--- src/rtl/uart_transmitter.sv ---
// uart_transmitter: UART serialiser (start, DBITS data LSB first, optional parity, stop) fed through a one-word holding register; parity stage enabled by UART_TX_PARITY_EN
module uart_transmitter #(
  parameter int DBITS = 8,
  parameter int SB_TICK = 16,
  parameter bit PARITY_ODD = 1'b0
) (
  input  logic             clk_100MHz,
  input  logic             reset_n,
  input  logic             sample_tick,
  input  logic             tx_valid,
  input  logic [DBITS-1:0] data_in,
  output logic             tx_ready,
  output logic             tx,
  output logic             busy,
  output logic             tx_done_tick
);
  localparam int TW = $clog2(SB_TICK > 16 ? SB_TICK : 16);
  localparam int NW = $clog2(DBITS);
  localparam logic [TW-1:0] BIT_LAST = TW'(15);
  localparam logic [TW-1:0] STOP_LAST = TW'(SB_TICK - 1);
  localparam logic [NW-1:0] DATA_LAST = NW'(DBITS - 1);
  typedef enum logic [2:0] {
    IDLE,
    START,
    DATA,
`ifdef UART_TX_PARITY_EN
    PARITY,
`endif
    STOP
  } state_t;
  state_t           r_state;
  logic [DBITS-1:0] r_hold;
  logic             r_hold_full;
  logic [DBITS-1:0] r_shift;
  logic [TW-1:0]    r_tick;
  logic [NW-1:0]    r_nbits;
  logic             r_tx;
  logic             r_done;
`ifdef UART_TX_PARITY_EN
  logic             r_par;
`endif
  logic             w_accept;
  assign w_accept     = tx_valid && !r_hold_full;
  assign tx_ready     = !r_hold_full;
  assign tx           = r_tx;
  assign busy         = r_state != IDLE;
  assign tx_done_tick = r_done;
  // Frame sequencer: holding register, shift register, tick/bit counters and the registered line
  always_ff @(posedge clk_100MHz or negedge reset_n) begin
    if (!reset_n) begin
      r_state     <= IDLE;
      r_hold      <= '0;
      r_hold_full <= 1'b0;
      r_shift     <= '0;
      r_tick      <= '0;
      r_nbits     <= '0;
      r_tx        <= 1'b1;
      r_done      <= 1'b0;
`ifdef UART_TX_PARITY_EN
      r_par       <= 1'b0;
`endif
    end else begin
      r_done <= 1'b0;
      if (w_accept) begin
        r_hold      <= data_in;
        r_hold_full <= 1'b1;
      end
      case (r_state)
        IDLE: if (r_hold_full) begin
          r_shift     <= r_hold;
          r_hold_full <= 1'b0;
          r_tick      <= '0;
          r_tx        <= 1'b0;
          r_state     <= START;
`ifdef UART_TX_PARITY_EN
          r_par       <= ^r_hold ^ PARITY_ODD;
`endif
        end
        START: if (sample_tick) begin
          if (r_tick == BIT_LAST) begin
            r_state <= DATA;
            r_tick  <= '0;
            r_nbits <= '0;
            r_tx    <= r_shift[0];
          end else r_tick <= r_tick + 1'b1;
        end
        DATA: if (sample_tick) begin
          if (r_tick == BIT_LAST) begin
            r_tick  <= '0;
            r_shift <= r_shift >> 1;
            if (r_nbits == DATA_LAST) begin
`ifdef UART_TX_PARITY_EN
              r_state <= PARITY;
              r_tx    <= r_par;
`else
              r_state <= STOP;
              r_tx    <= 1'b1;
`endif
            end else begin
              r_nbits <= r_nbits + 1'b1;
              r_tx    <= r_shift[1];
            end
          end else r_tick <= r_tick + 1'b1;
        end
`ifdef UART_TX_PARITY_EN
        PARITY: if (sample_tick) begin
          if (r_tick == BIT_LAST) begin
            r_tick  <= '0;
            r_state <= STOP;
            r_tx    <= 1'b1;
          end else r_tick <= r_tick + 1'b1;
        end
`endif
        STOP: if (sample_tick) begin
          if (r_tick == STOP_LAST) begin
            r_done <= 1'b1;
            r_tick <= '0;
            if (r_hold_full) begin
              r_shift     <= r_hold;
              r_hold_full <= 1'b0;
              r_tx        <= 1'b0;
              r_state     <= START;
`ifdef UART_TX_PARITY_EN
              r_par       <= ^r_hold ^ PARITY_ODD;
`endif
            end else r_state <= IDLE;
          end else r_tick <= r_tick + 1'b1;
        end
        default: r_state <= IDLE;
      endcase
    end
  end
endmodule

--- config.mk ---
export PLATFORM = sky130hd
export DESIGN_NAME = uart_transmitter
export DESIGN_NICKNAME = d
export VERILOG_FILES = /design/src/rtl/uart_transmitter.sv
export SDC_FILE = /design/constraint.sdc
export NUM_CORES = 1
export LEC_CHECK = 0
export CAP_MARGIN = 30
export CORE_MARGIN = 2
export CORE_UTILIZATION = 59
export DETAILED_ROUTE_END_ITERATION = 10
export HOLD_SLACK_MARGIN = 0.05
export MAX_ROUTING_LAYER = met4
export PLACE_DENSITY = 0.93
export SYNTH_ARGS = -nofsm -noshare
export SYNTH_HDL_FRONTEND = slang
export SYNTH_SLANG_ARGS = --single-unit
--- constraint.sdc ---
create_clock -name clk_100MHz -period 3.1 [get_ports clk_100MHz]
set_input_delay 0.62 -clock clk_100MHz [delete_from_list [all_inputs] [get_ports clk_100MHz]]
set_output_delay 0.62 -clock clk_100MHz [all_outputs]
set_load 0.03 [all_outputs]
==> results of run 1 <==
[final timing paths]
| check | slack [ns] | end | from | cells past startpoint |
|---|---|---|---|---|
| setup / recovery | 0.58 | busy | r_state[0] | 4 |
| setup reg to reg | 0.80 | r_shift[1] | r_state[0] | 6 |
| max in group asynchronous | 2.15 | tx | reset_n | 2 |
| min in group asynchronous | 0.64 | r_tick[3] | reset_n | 2 |
| hold / removal | 0.54 | r_hold[3] | r_hold[3] | 1 |
| hold reg to reg | 0.54 | r_hold[3] | r_hold[3] | 1 |
[layout make-up]
class / count / area share
inverters: 6 / 0.01376
clock inverters: 1 / 0.01835
flip-flops and latches: 28 / 0.4289
multi-input cells: 92 / 0.4075
well taps: 28 / 0.02141
clock buffers: 3 / 0.01376
repair buffers: 16 / 0.09633
[sequential cells by signal, summed over array words and instances, names as in the netlist]
register,count
tx,1
r_state,2
r_nbits,3
r_tick,4
r_hold,8
r_shift,8
tx_done_tick,1
r_hold_full,1
[through the flow]
stage	utilization	area, sq um
after CTS	0.7259	1637
after global placement	0.7026	1584
after detailed placement	0.7026	1584
after global routing	0.7259	1637
after floorplan	-	1431
final	0.7259	1637
[cells in the mapped netlist (all sizes together)]
library cell,instances,area [sq um]
or3,1,6.260
nor2b,2,12.51
dfstp,1,26.28
or2,1,8.760
a21oi,11,62.56
a211oi,2,27.53
nand2,13,48.80
mux2,9,101.4
a22o,4,35.03
inv,6,22.52
nor3,1,5.000
and2,1,6.260
xor2,1,8.760
nor2,10,37.54
clkbuf,2,8.750
nand3b,1,7.510
ha,7,87.58
dfrtp,27,675.7
a21o,1,7.510
o21ai,11,55.05
buf,4,31.27
nand4,2,18.77
mux2i,10,100.1
a31oi,2,12.51
o22a,1,8.760
and4,1,8.760
[routing by layer]
layer  vias to the layer above  GRT usage  routed length [microns]
met5                         -          -                        0
met4                         0    0.07265                       27
met3                         4    0.02542                       89
met2                        25     0.3971                     1375
met1                       504     0.2634                     1146
li1                        485          -                        -
[cell families after synthesis]
logic type	after synthesis
simple gates	33
compound gates	32
flops	28
mux	19
buf+inv	12
fa+ha+maj	7
xor+xnor	1
[critical path: stages (launching register included)]
cell,delay (ns)
dfrtp_1,0.41
inv_1,0.10
ha_1,0.30
inv_1,0.11
clkdlybuf4s50_1,0.67
[power breakdown]
| part | internal (mW) | leakage, nW | switching (mW) |
|---|---|---|---|
| Clock | 0.131 | 0.0279 | 0.106 |
| Combinational | 0.357 | 0.363 | 0.426 |
| Sequential | 0.531 | 0.335 | 0.125 |
==> results.yml, run 1 <==
clock_tree:
  root_buffer: "clkbuf_4"
  cts.sink_count: 28
  clk_latency_ns: 0.32
  clk_pin_slew_ns: 0.15
  cts_buffers: 3
  hold_buffers: 0
  htreeDepth: 1
  post_cts_resized: 0
  cts_max_path_buffers: 2
  post-cts-setup-buffers: 0
  cts_tree: "built"
place:
  dpl_worst_slack_ns: 0.7027
  portBuffers: 15
  routabilityCongestion: 0.7533
  placed_cells: 170
  hpwl_microns: 1952
final_layout:
  layout-drive-gt1-share: 0.1370
  antenna_cells: 0
  multi_input_area_sq_um: 666.9
  fillers: 146
  nNetsFinal: 166
  seqCellArea_sq_um: 701.9
  syn_to_final_growth_pct: 14.34
  final_cell_count_no_fill: 174
  mostFrequentLayoutCells: "27 x dfrtp_1, 15 x clkdlybuf4s50_1, 13 x nand2_1"
  final_common_cell: "dfrtp_1"
setup_path:
  worst-path-max-fanout: 7
  critical_path_class: "flip-flop to primary output"
  start_kind: "flip-flop"
  required_ns: 2.48
  endpoint_kind: "primary output"
  arrival_ns: 1.90
timing:
  setup_viol: 0
  finalMaxSlewViolations: 0
  fin_skew_ns: 0.001400
  setup_ws_ns: 0.5779
  fin_hold_ws_ns: 0.5362
  slew_headroom: 0.5014
  worstMarginPinSlew_ns: 0.7480
  rsz0062_at_grt: "no"
  fin_setup_tns_ns: 0
  finalCriticalPeriod_ns: 2.522
  hold_viol_final: 0
  fin_crit_sh: 0.8136
  timing.fmax_mhz: 396.5
logic_synthesis:
  synth_mux_area_frac: 0.1407
  yosysWarnings: 0
  syn-instance-count: 132
  synth-seq-cells: 28
  synth_area_sq_um: 1431
  synth_top_family_by_area: "compound AO/OA/AOI/OAI gates"
  synth_compound_area_frac: 0.1460
  yosys.area_share.adder: 0.06119
  synth_cell_type_count: 33
  syn_nets: 151
  synth_simple_gate_area_frac: 0.1119
  synth-seq-area-share: 0.4904
  syn_area_per_cell_sq_um: 10.84
  synthXorXnorAreaFrac: 0.006119
drt:
  avgRoutedWirePerCell_microns: 15.17
  first_pass_iters: 4
  totalWireLength_microns: 2639
  vias: 1018
  via_per_inst: 5.851
  drt-initial-drc-count: 36
  drc_errors: 0
  ant_nets: 0
floorplan:
  fp-row-count: 17
  fp.dieArea_sq_um: 2836
  core-area_sq_um: 2255
  initial_core_util: 0.6349
  die_y_microns: 53.26
  pin_count: 16
  die_x_microns: 53.26
grt:
  grt_pass1_wl_microns: 4491
  grt_overflow: 0
  antenna_found_initial: 0
  grt_usage: 0.2239
  grt_max_degree: 29
  grt_pass1_vias: 1034
hold_path:
  hp-class: "flip-flop to flip-flop"
job:
  cap_violations: 0
power:
  ir_drop_uv: 723.9
  p_leak_nw: 0.7256
  totalPowerFinal_mw: 1.676
  power_density_nw_per_um2: 1024
status:
  outcome: "finished, final reports clean"
Power figures use the tool's default switching activity.
==> run 2: changes to the inputs <==
--- a/config.mk
+++ b/config.mk
@@ -7,11 +7,11 @@
 export LEC_CHECK = 0
 export CAP_MARGIN = 30
 export CORE_MARGIN = 2
-export CORE_UTILIZATION = 59
+export CORE_UTILIZATION = 49
 export DETAILED_ROUTE_END_ITERATION = 10
 export HOLD_SLACK_MARGIN = 0.05
 export MAX_ROUTING_LAYER = met4
-export PLACE_DENSITY = 0.93
+export PLACE_DENSITY = 0.84
 export SYNTH_ARGS = -nofsm -noshare
 export SYNTH_HDL_FRONTEND = slang
 export SYNTH_SLANG_ARGS = --single-unit
==> constraint.sdc (replaced) <==
create_clock -name clk_100MHz -period 2.09 [get_ports clk_100MHz]
set_input_delay 0.418 -clock clk_100MHz [delete_from_list [all_inputs] [get_ports clk_100MHz]]
set_output_delay 0.418 -clock clk_100MHz [all_outputs]
set_load 0.03 [all_outputs]
==> run 2 against run 1 <==
  * Register-to-register slack got worse by 0.53 ns
  * Final cell count up 4.6%
  * Core utilization is 12 points lower
  * Clock power rose by 50%
  * Sequential cell count stayed put
  * Wire length rose by 1.5%
  * Die area up 19%
  * Total power increased by 52%
  * Clock-buffer cell count stayed put
  * First-iteration DRC count fell by 47%
  * Sequential power rose by 50%
  * Sequential share of layout area down 1.1 points
==> results.yml, run 2 (same netlist as run 1, synthesis figures left out) <==
status:
  outcome: "finished, final reports clean"
setup_path:
  worst-path-max-fanout: 7
  rrSetupSlack_ns: 0.27
  endpoint_kind: "primary output"
  rr_startpoint: "r_state[0]"
  slowest_delay_ns: 0.67
  start_kind: "flip-flop"
  path_cells: "inv_1, clkdlybuf4s50_1"
  cp_top_family: "buffers and inverters"
  critical_path_class: "flip-flop to primary output"
  crit_buf_inv: 2
  arrival_ns: 1.58
  cp_slowest_cell: "clkdlybuf4s50_1"
  required_ns: 1.67
  cp-startpoint: "r_hold_full"
place:
  portBuffers: 15
  hpwl_microns: 1944
  placed_cells: 178
  routabilityCongestion: 0.7415
  placed_area_sq_um: 1625
power:
  swShare: 0.3929
  clkPwrFrac: 0.140
  ir_drop_uv: 862.1
  share_seq_of_total_power: 0.386
  p_switching_mw: 0.9982
  internal_power_mw: 1.542
  power_density_nw_per_um2: 1513
  p_leak_nw: 0.7493
  combPwrFrac: 0.474
grt:
  grt_usage: 0.1800
  grt_pass1_vias: 992
  grt_overflow: 0
  grt_max_degree: 29
  grt_pass1_wl_microns: 4422
  antenna_found_initial: 0
drt:
  totalWireLength_microns: 2679
  drt-initial-drc-count: 19
  vias: 1028
  drc_errors: 0
  first_pass_iters: 5
  dr_wl_met2_microns: 1427
  top_layer: "met4"
  avgRoutedWirePerCell_microns: 14.72
  met1_length_microns: 1126
  ant_nets: 0
  via_per_inst: 5.648
  met3_length_microns: 108
final_layout:
  syn_to_final_growth_pct: 17.31
  seqCellArea_sq_um: 701.9
  mostFrequentLayoutCells: "27 x dfrtp_1, 14 x clkdlybuf4s50_1, 13 x nand2_1"
  final_common_cell: "dfrtp_1"
  fin_util: 0.6089
  layout-drive-gt1-share: 0.1722
  antenna_cells: 0
  nNetsFinal: 171
  fillers: 224
  design_area_sq_um: 1679
  multi_input_area_sq_um: 669.4
  largestRegisters: "r_hold: 8 flops, r_shift: 8 flops, r_tick: 4 flops"
  final_cell_count_no_fill: 182
floorplan:
  die_x_microns: 58.05
  initial_core_util: 0.5191
  fp-row-count: 19
  core-area_sq_um: 2758
  pin_count: 16
  fp.dieArea_sq_um: 3369
  die_y_microns: 58.05
timing:
  finalMaxSlewViolations: 0
  finalCriticalPeriod_ns: 1.994
  slew_headroom: 0.7646
  rsz0062_at_grt: "no"
  fin_skew_ns: 0.003125
  fin_crit_sh: 0.9542
  timing.fmax_mhz: 501.5
  fin_setup_tns_ns: 0
  worstMarginPinSlew_ns: 0.3493
  hold_viol_final: 0
  setup_viol: 0
clock_tree:
  clk_latency_ns: 0.33
  post-cts-setup-buffers: 0
  hold_buffers: 0
  htreeDepth: 1
  cts_buffers: 3
  cts_max_path_buffers: 2
  cts.sink_count: 28
  root_buffer: "clkbuf_4"
  clk_pin_slew_ns: 0.15
  cts_tree: "built"
hold_path:
  hp-class: "input pin to asynchronous set/reset pin"
job:
  cap_violations: 0
-- run 2: cell type report --
class / count / area share
repair buffers: 21 / 0.1155
clock inverters: 1 / 0.01788
well taps: 31 / 0.02310
flip-flops and latches: 28 / 0.4180
clock buffers: 3 / 0.01341
multi-input cells: 92 / 0.3987
inverters: 6 / 0.01341
-- run 2: through the flow --
step	setup WS, ns	hold slack [ns]	total power [mW]
after detailed placement	0.1889	0.5004	2.189
after CTS	0.08114	0.4571	2.548
final	0.09578	0.4487	2.540
after global placement	0.2424	0.4907	2.101
after floorplan	0.3771	0.1224	1.897
after global routing	0.01742	0.4543	2.740
-- run 2: timing repair --
item | 4_1_cts | 5_1_grt
endpoints found under the hold margin | 0 | 0
pin swaps | 0 | 0
setup endpoints to repair | 1 | 1
gates resized for setup | 1 | 1
-- run 2: final timing paths --
check	cells past startpoint	endpoint
worst max-delay path	2	tx_ready
worst min-delay path	2	r_tick[3]
worst max register to register	8	r_shift[0]
worst min register to register	1	r_hold[6]
max in group asynchronous	2	tx
min in group clk_100MHz	1	r_hold[6]
-- run 2: power by group through the flow --
stage	clock network [mW]	logic, mW	registers [mW]
after global routing	0.389	1.34	1.01
after CTS	0.360	1.21	0.978
final	0.356	1.20	0.981
after floorplan	0	0.956	0.940
after global placement	0	1.14	0.958
after detailed placement	0	1.20	0.987
-- run 2: metal layers --
layer | vias to the layer above | GRT usage
li1 | 499 | -
met1 | 506 | 0.2117
met2 | 21 | 0.3182
met3 | 2 | 0.02009
met4 | 0 | 0.06312
met5 | - | -
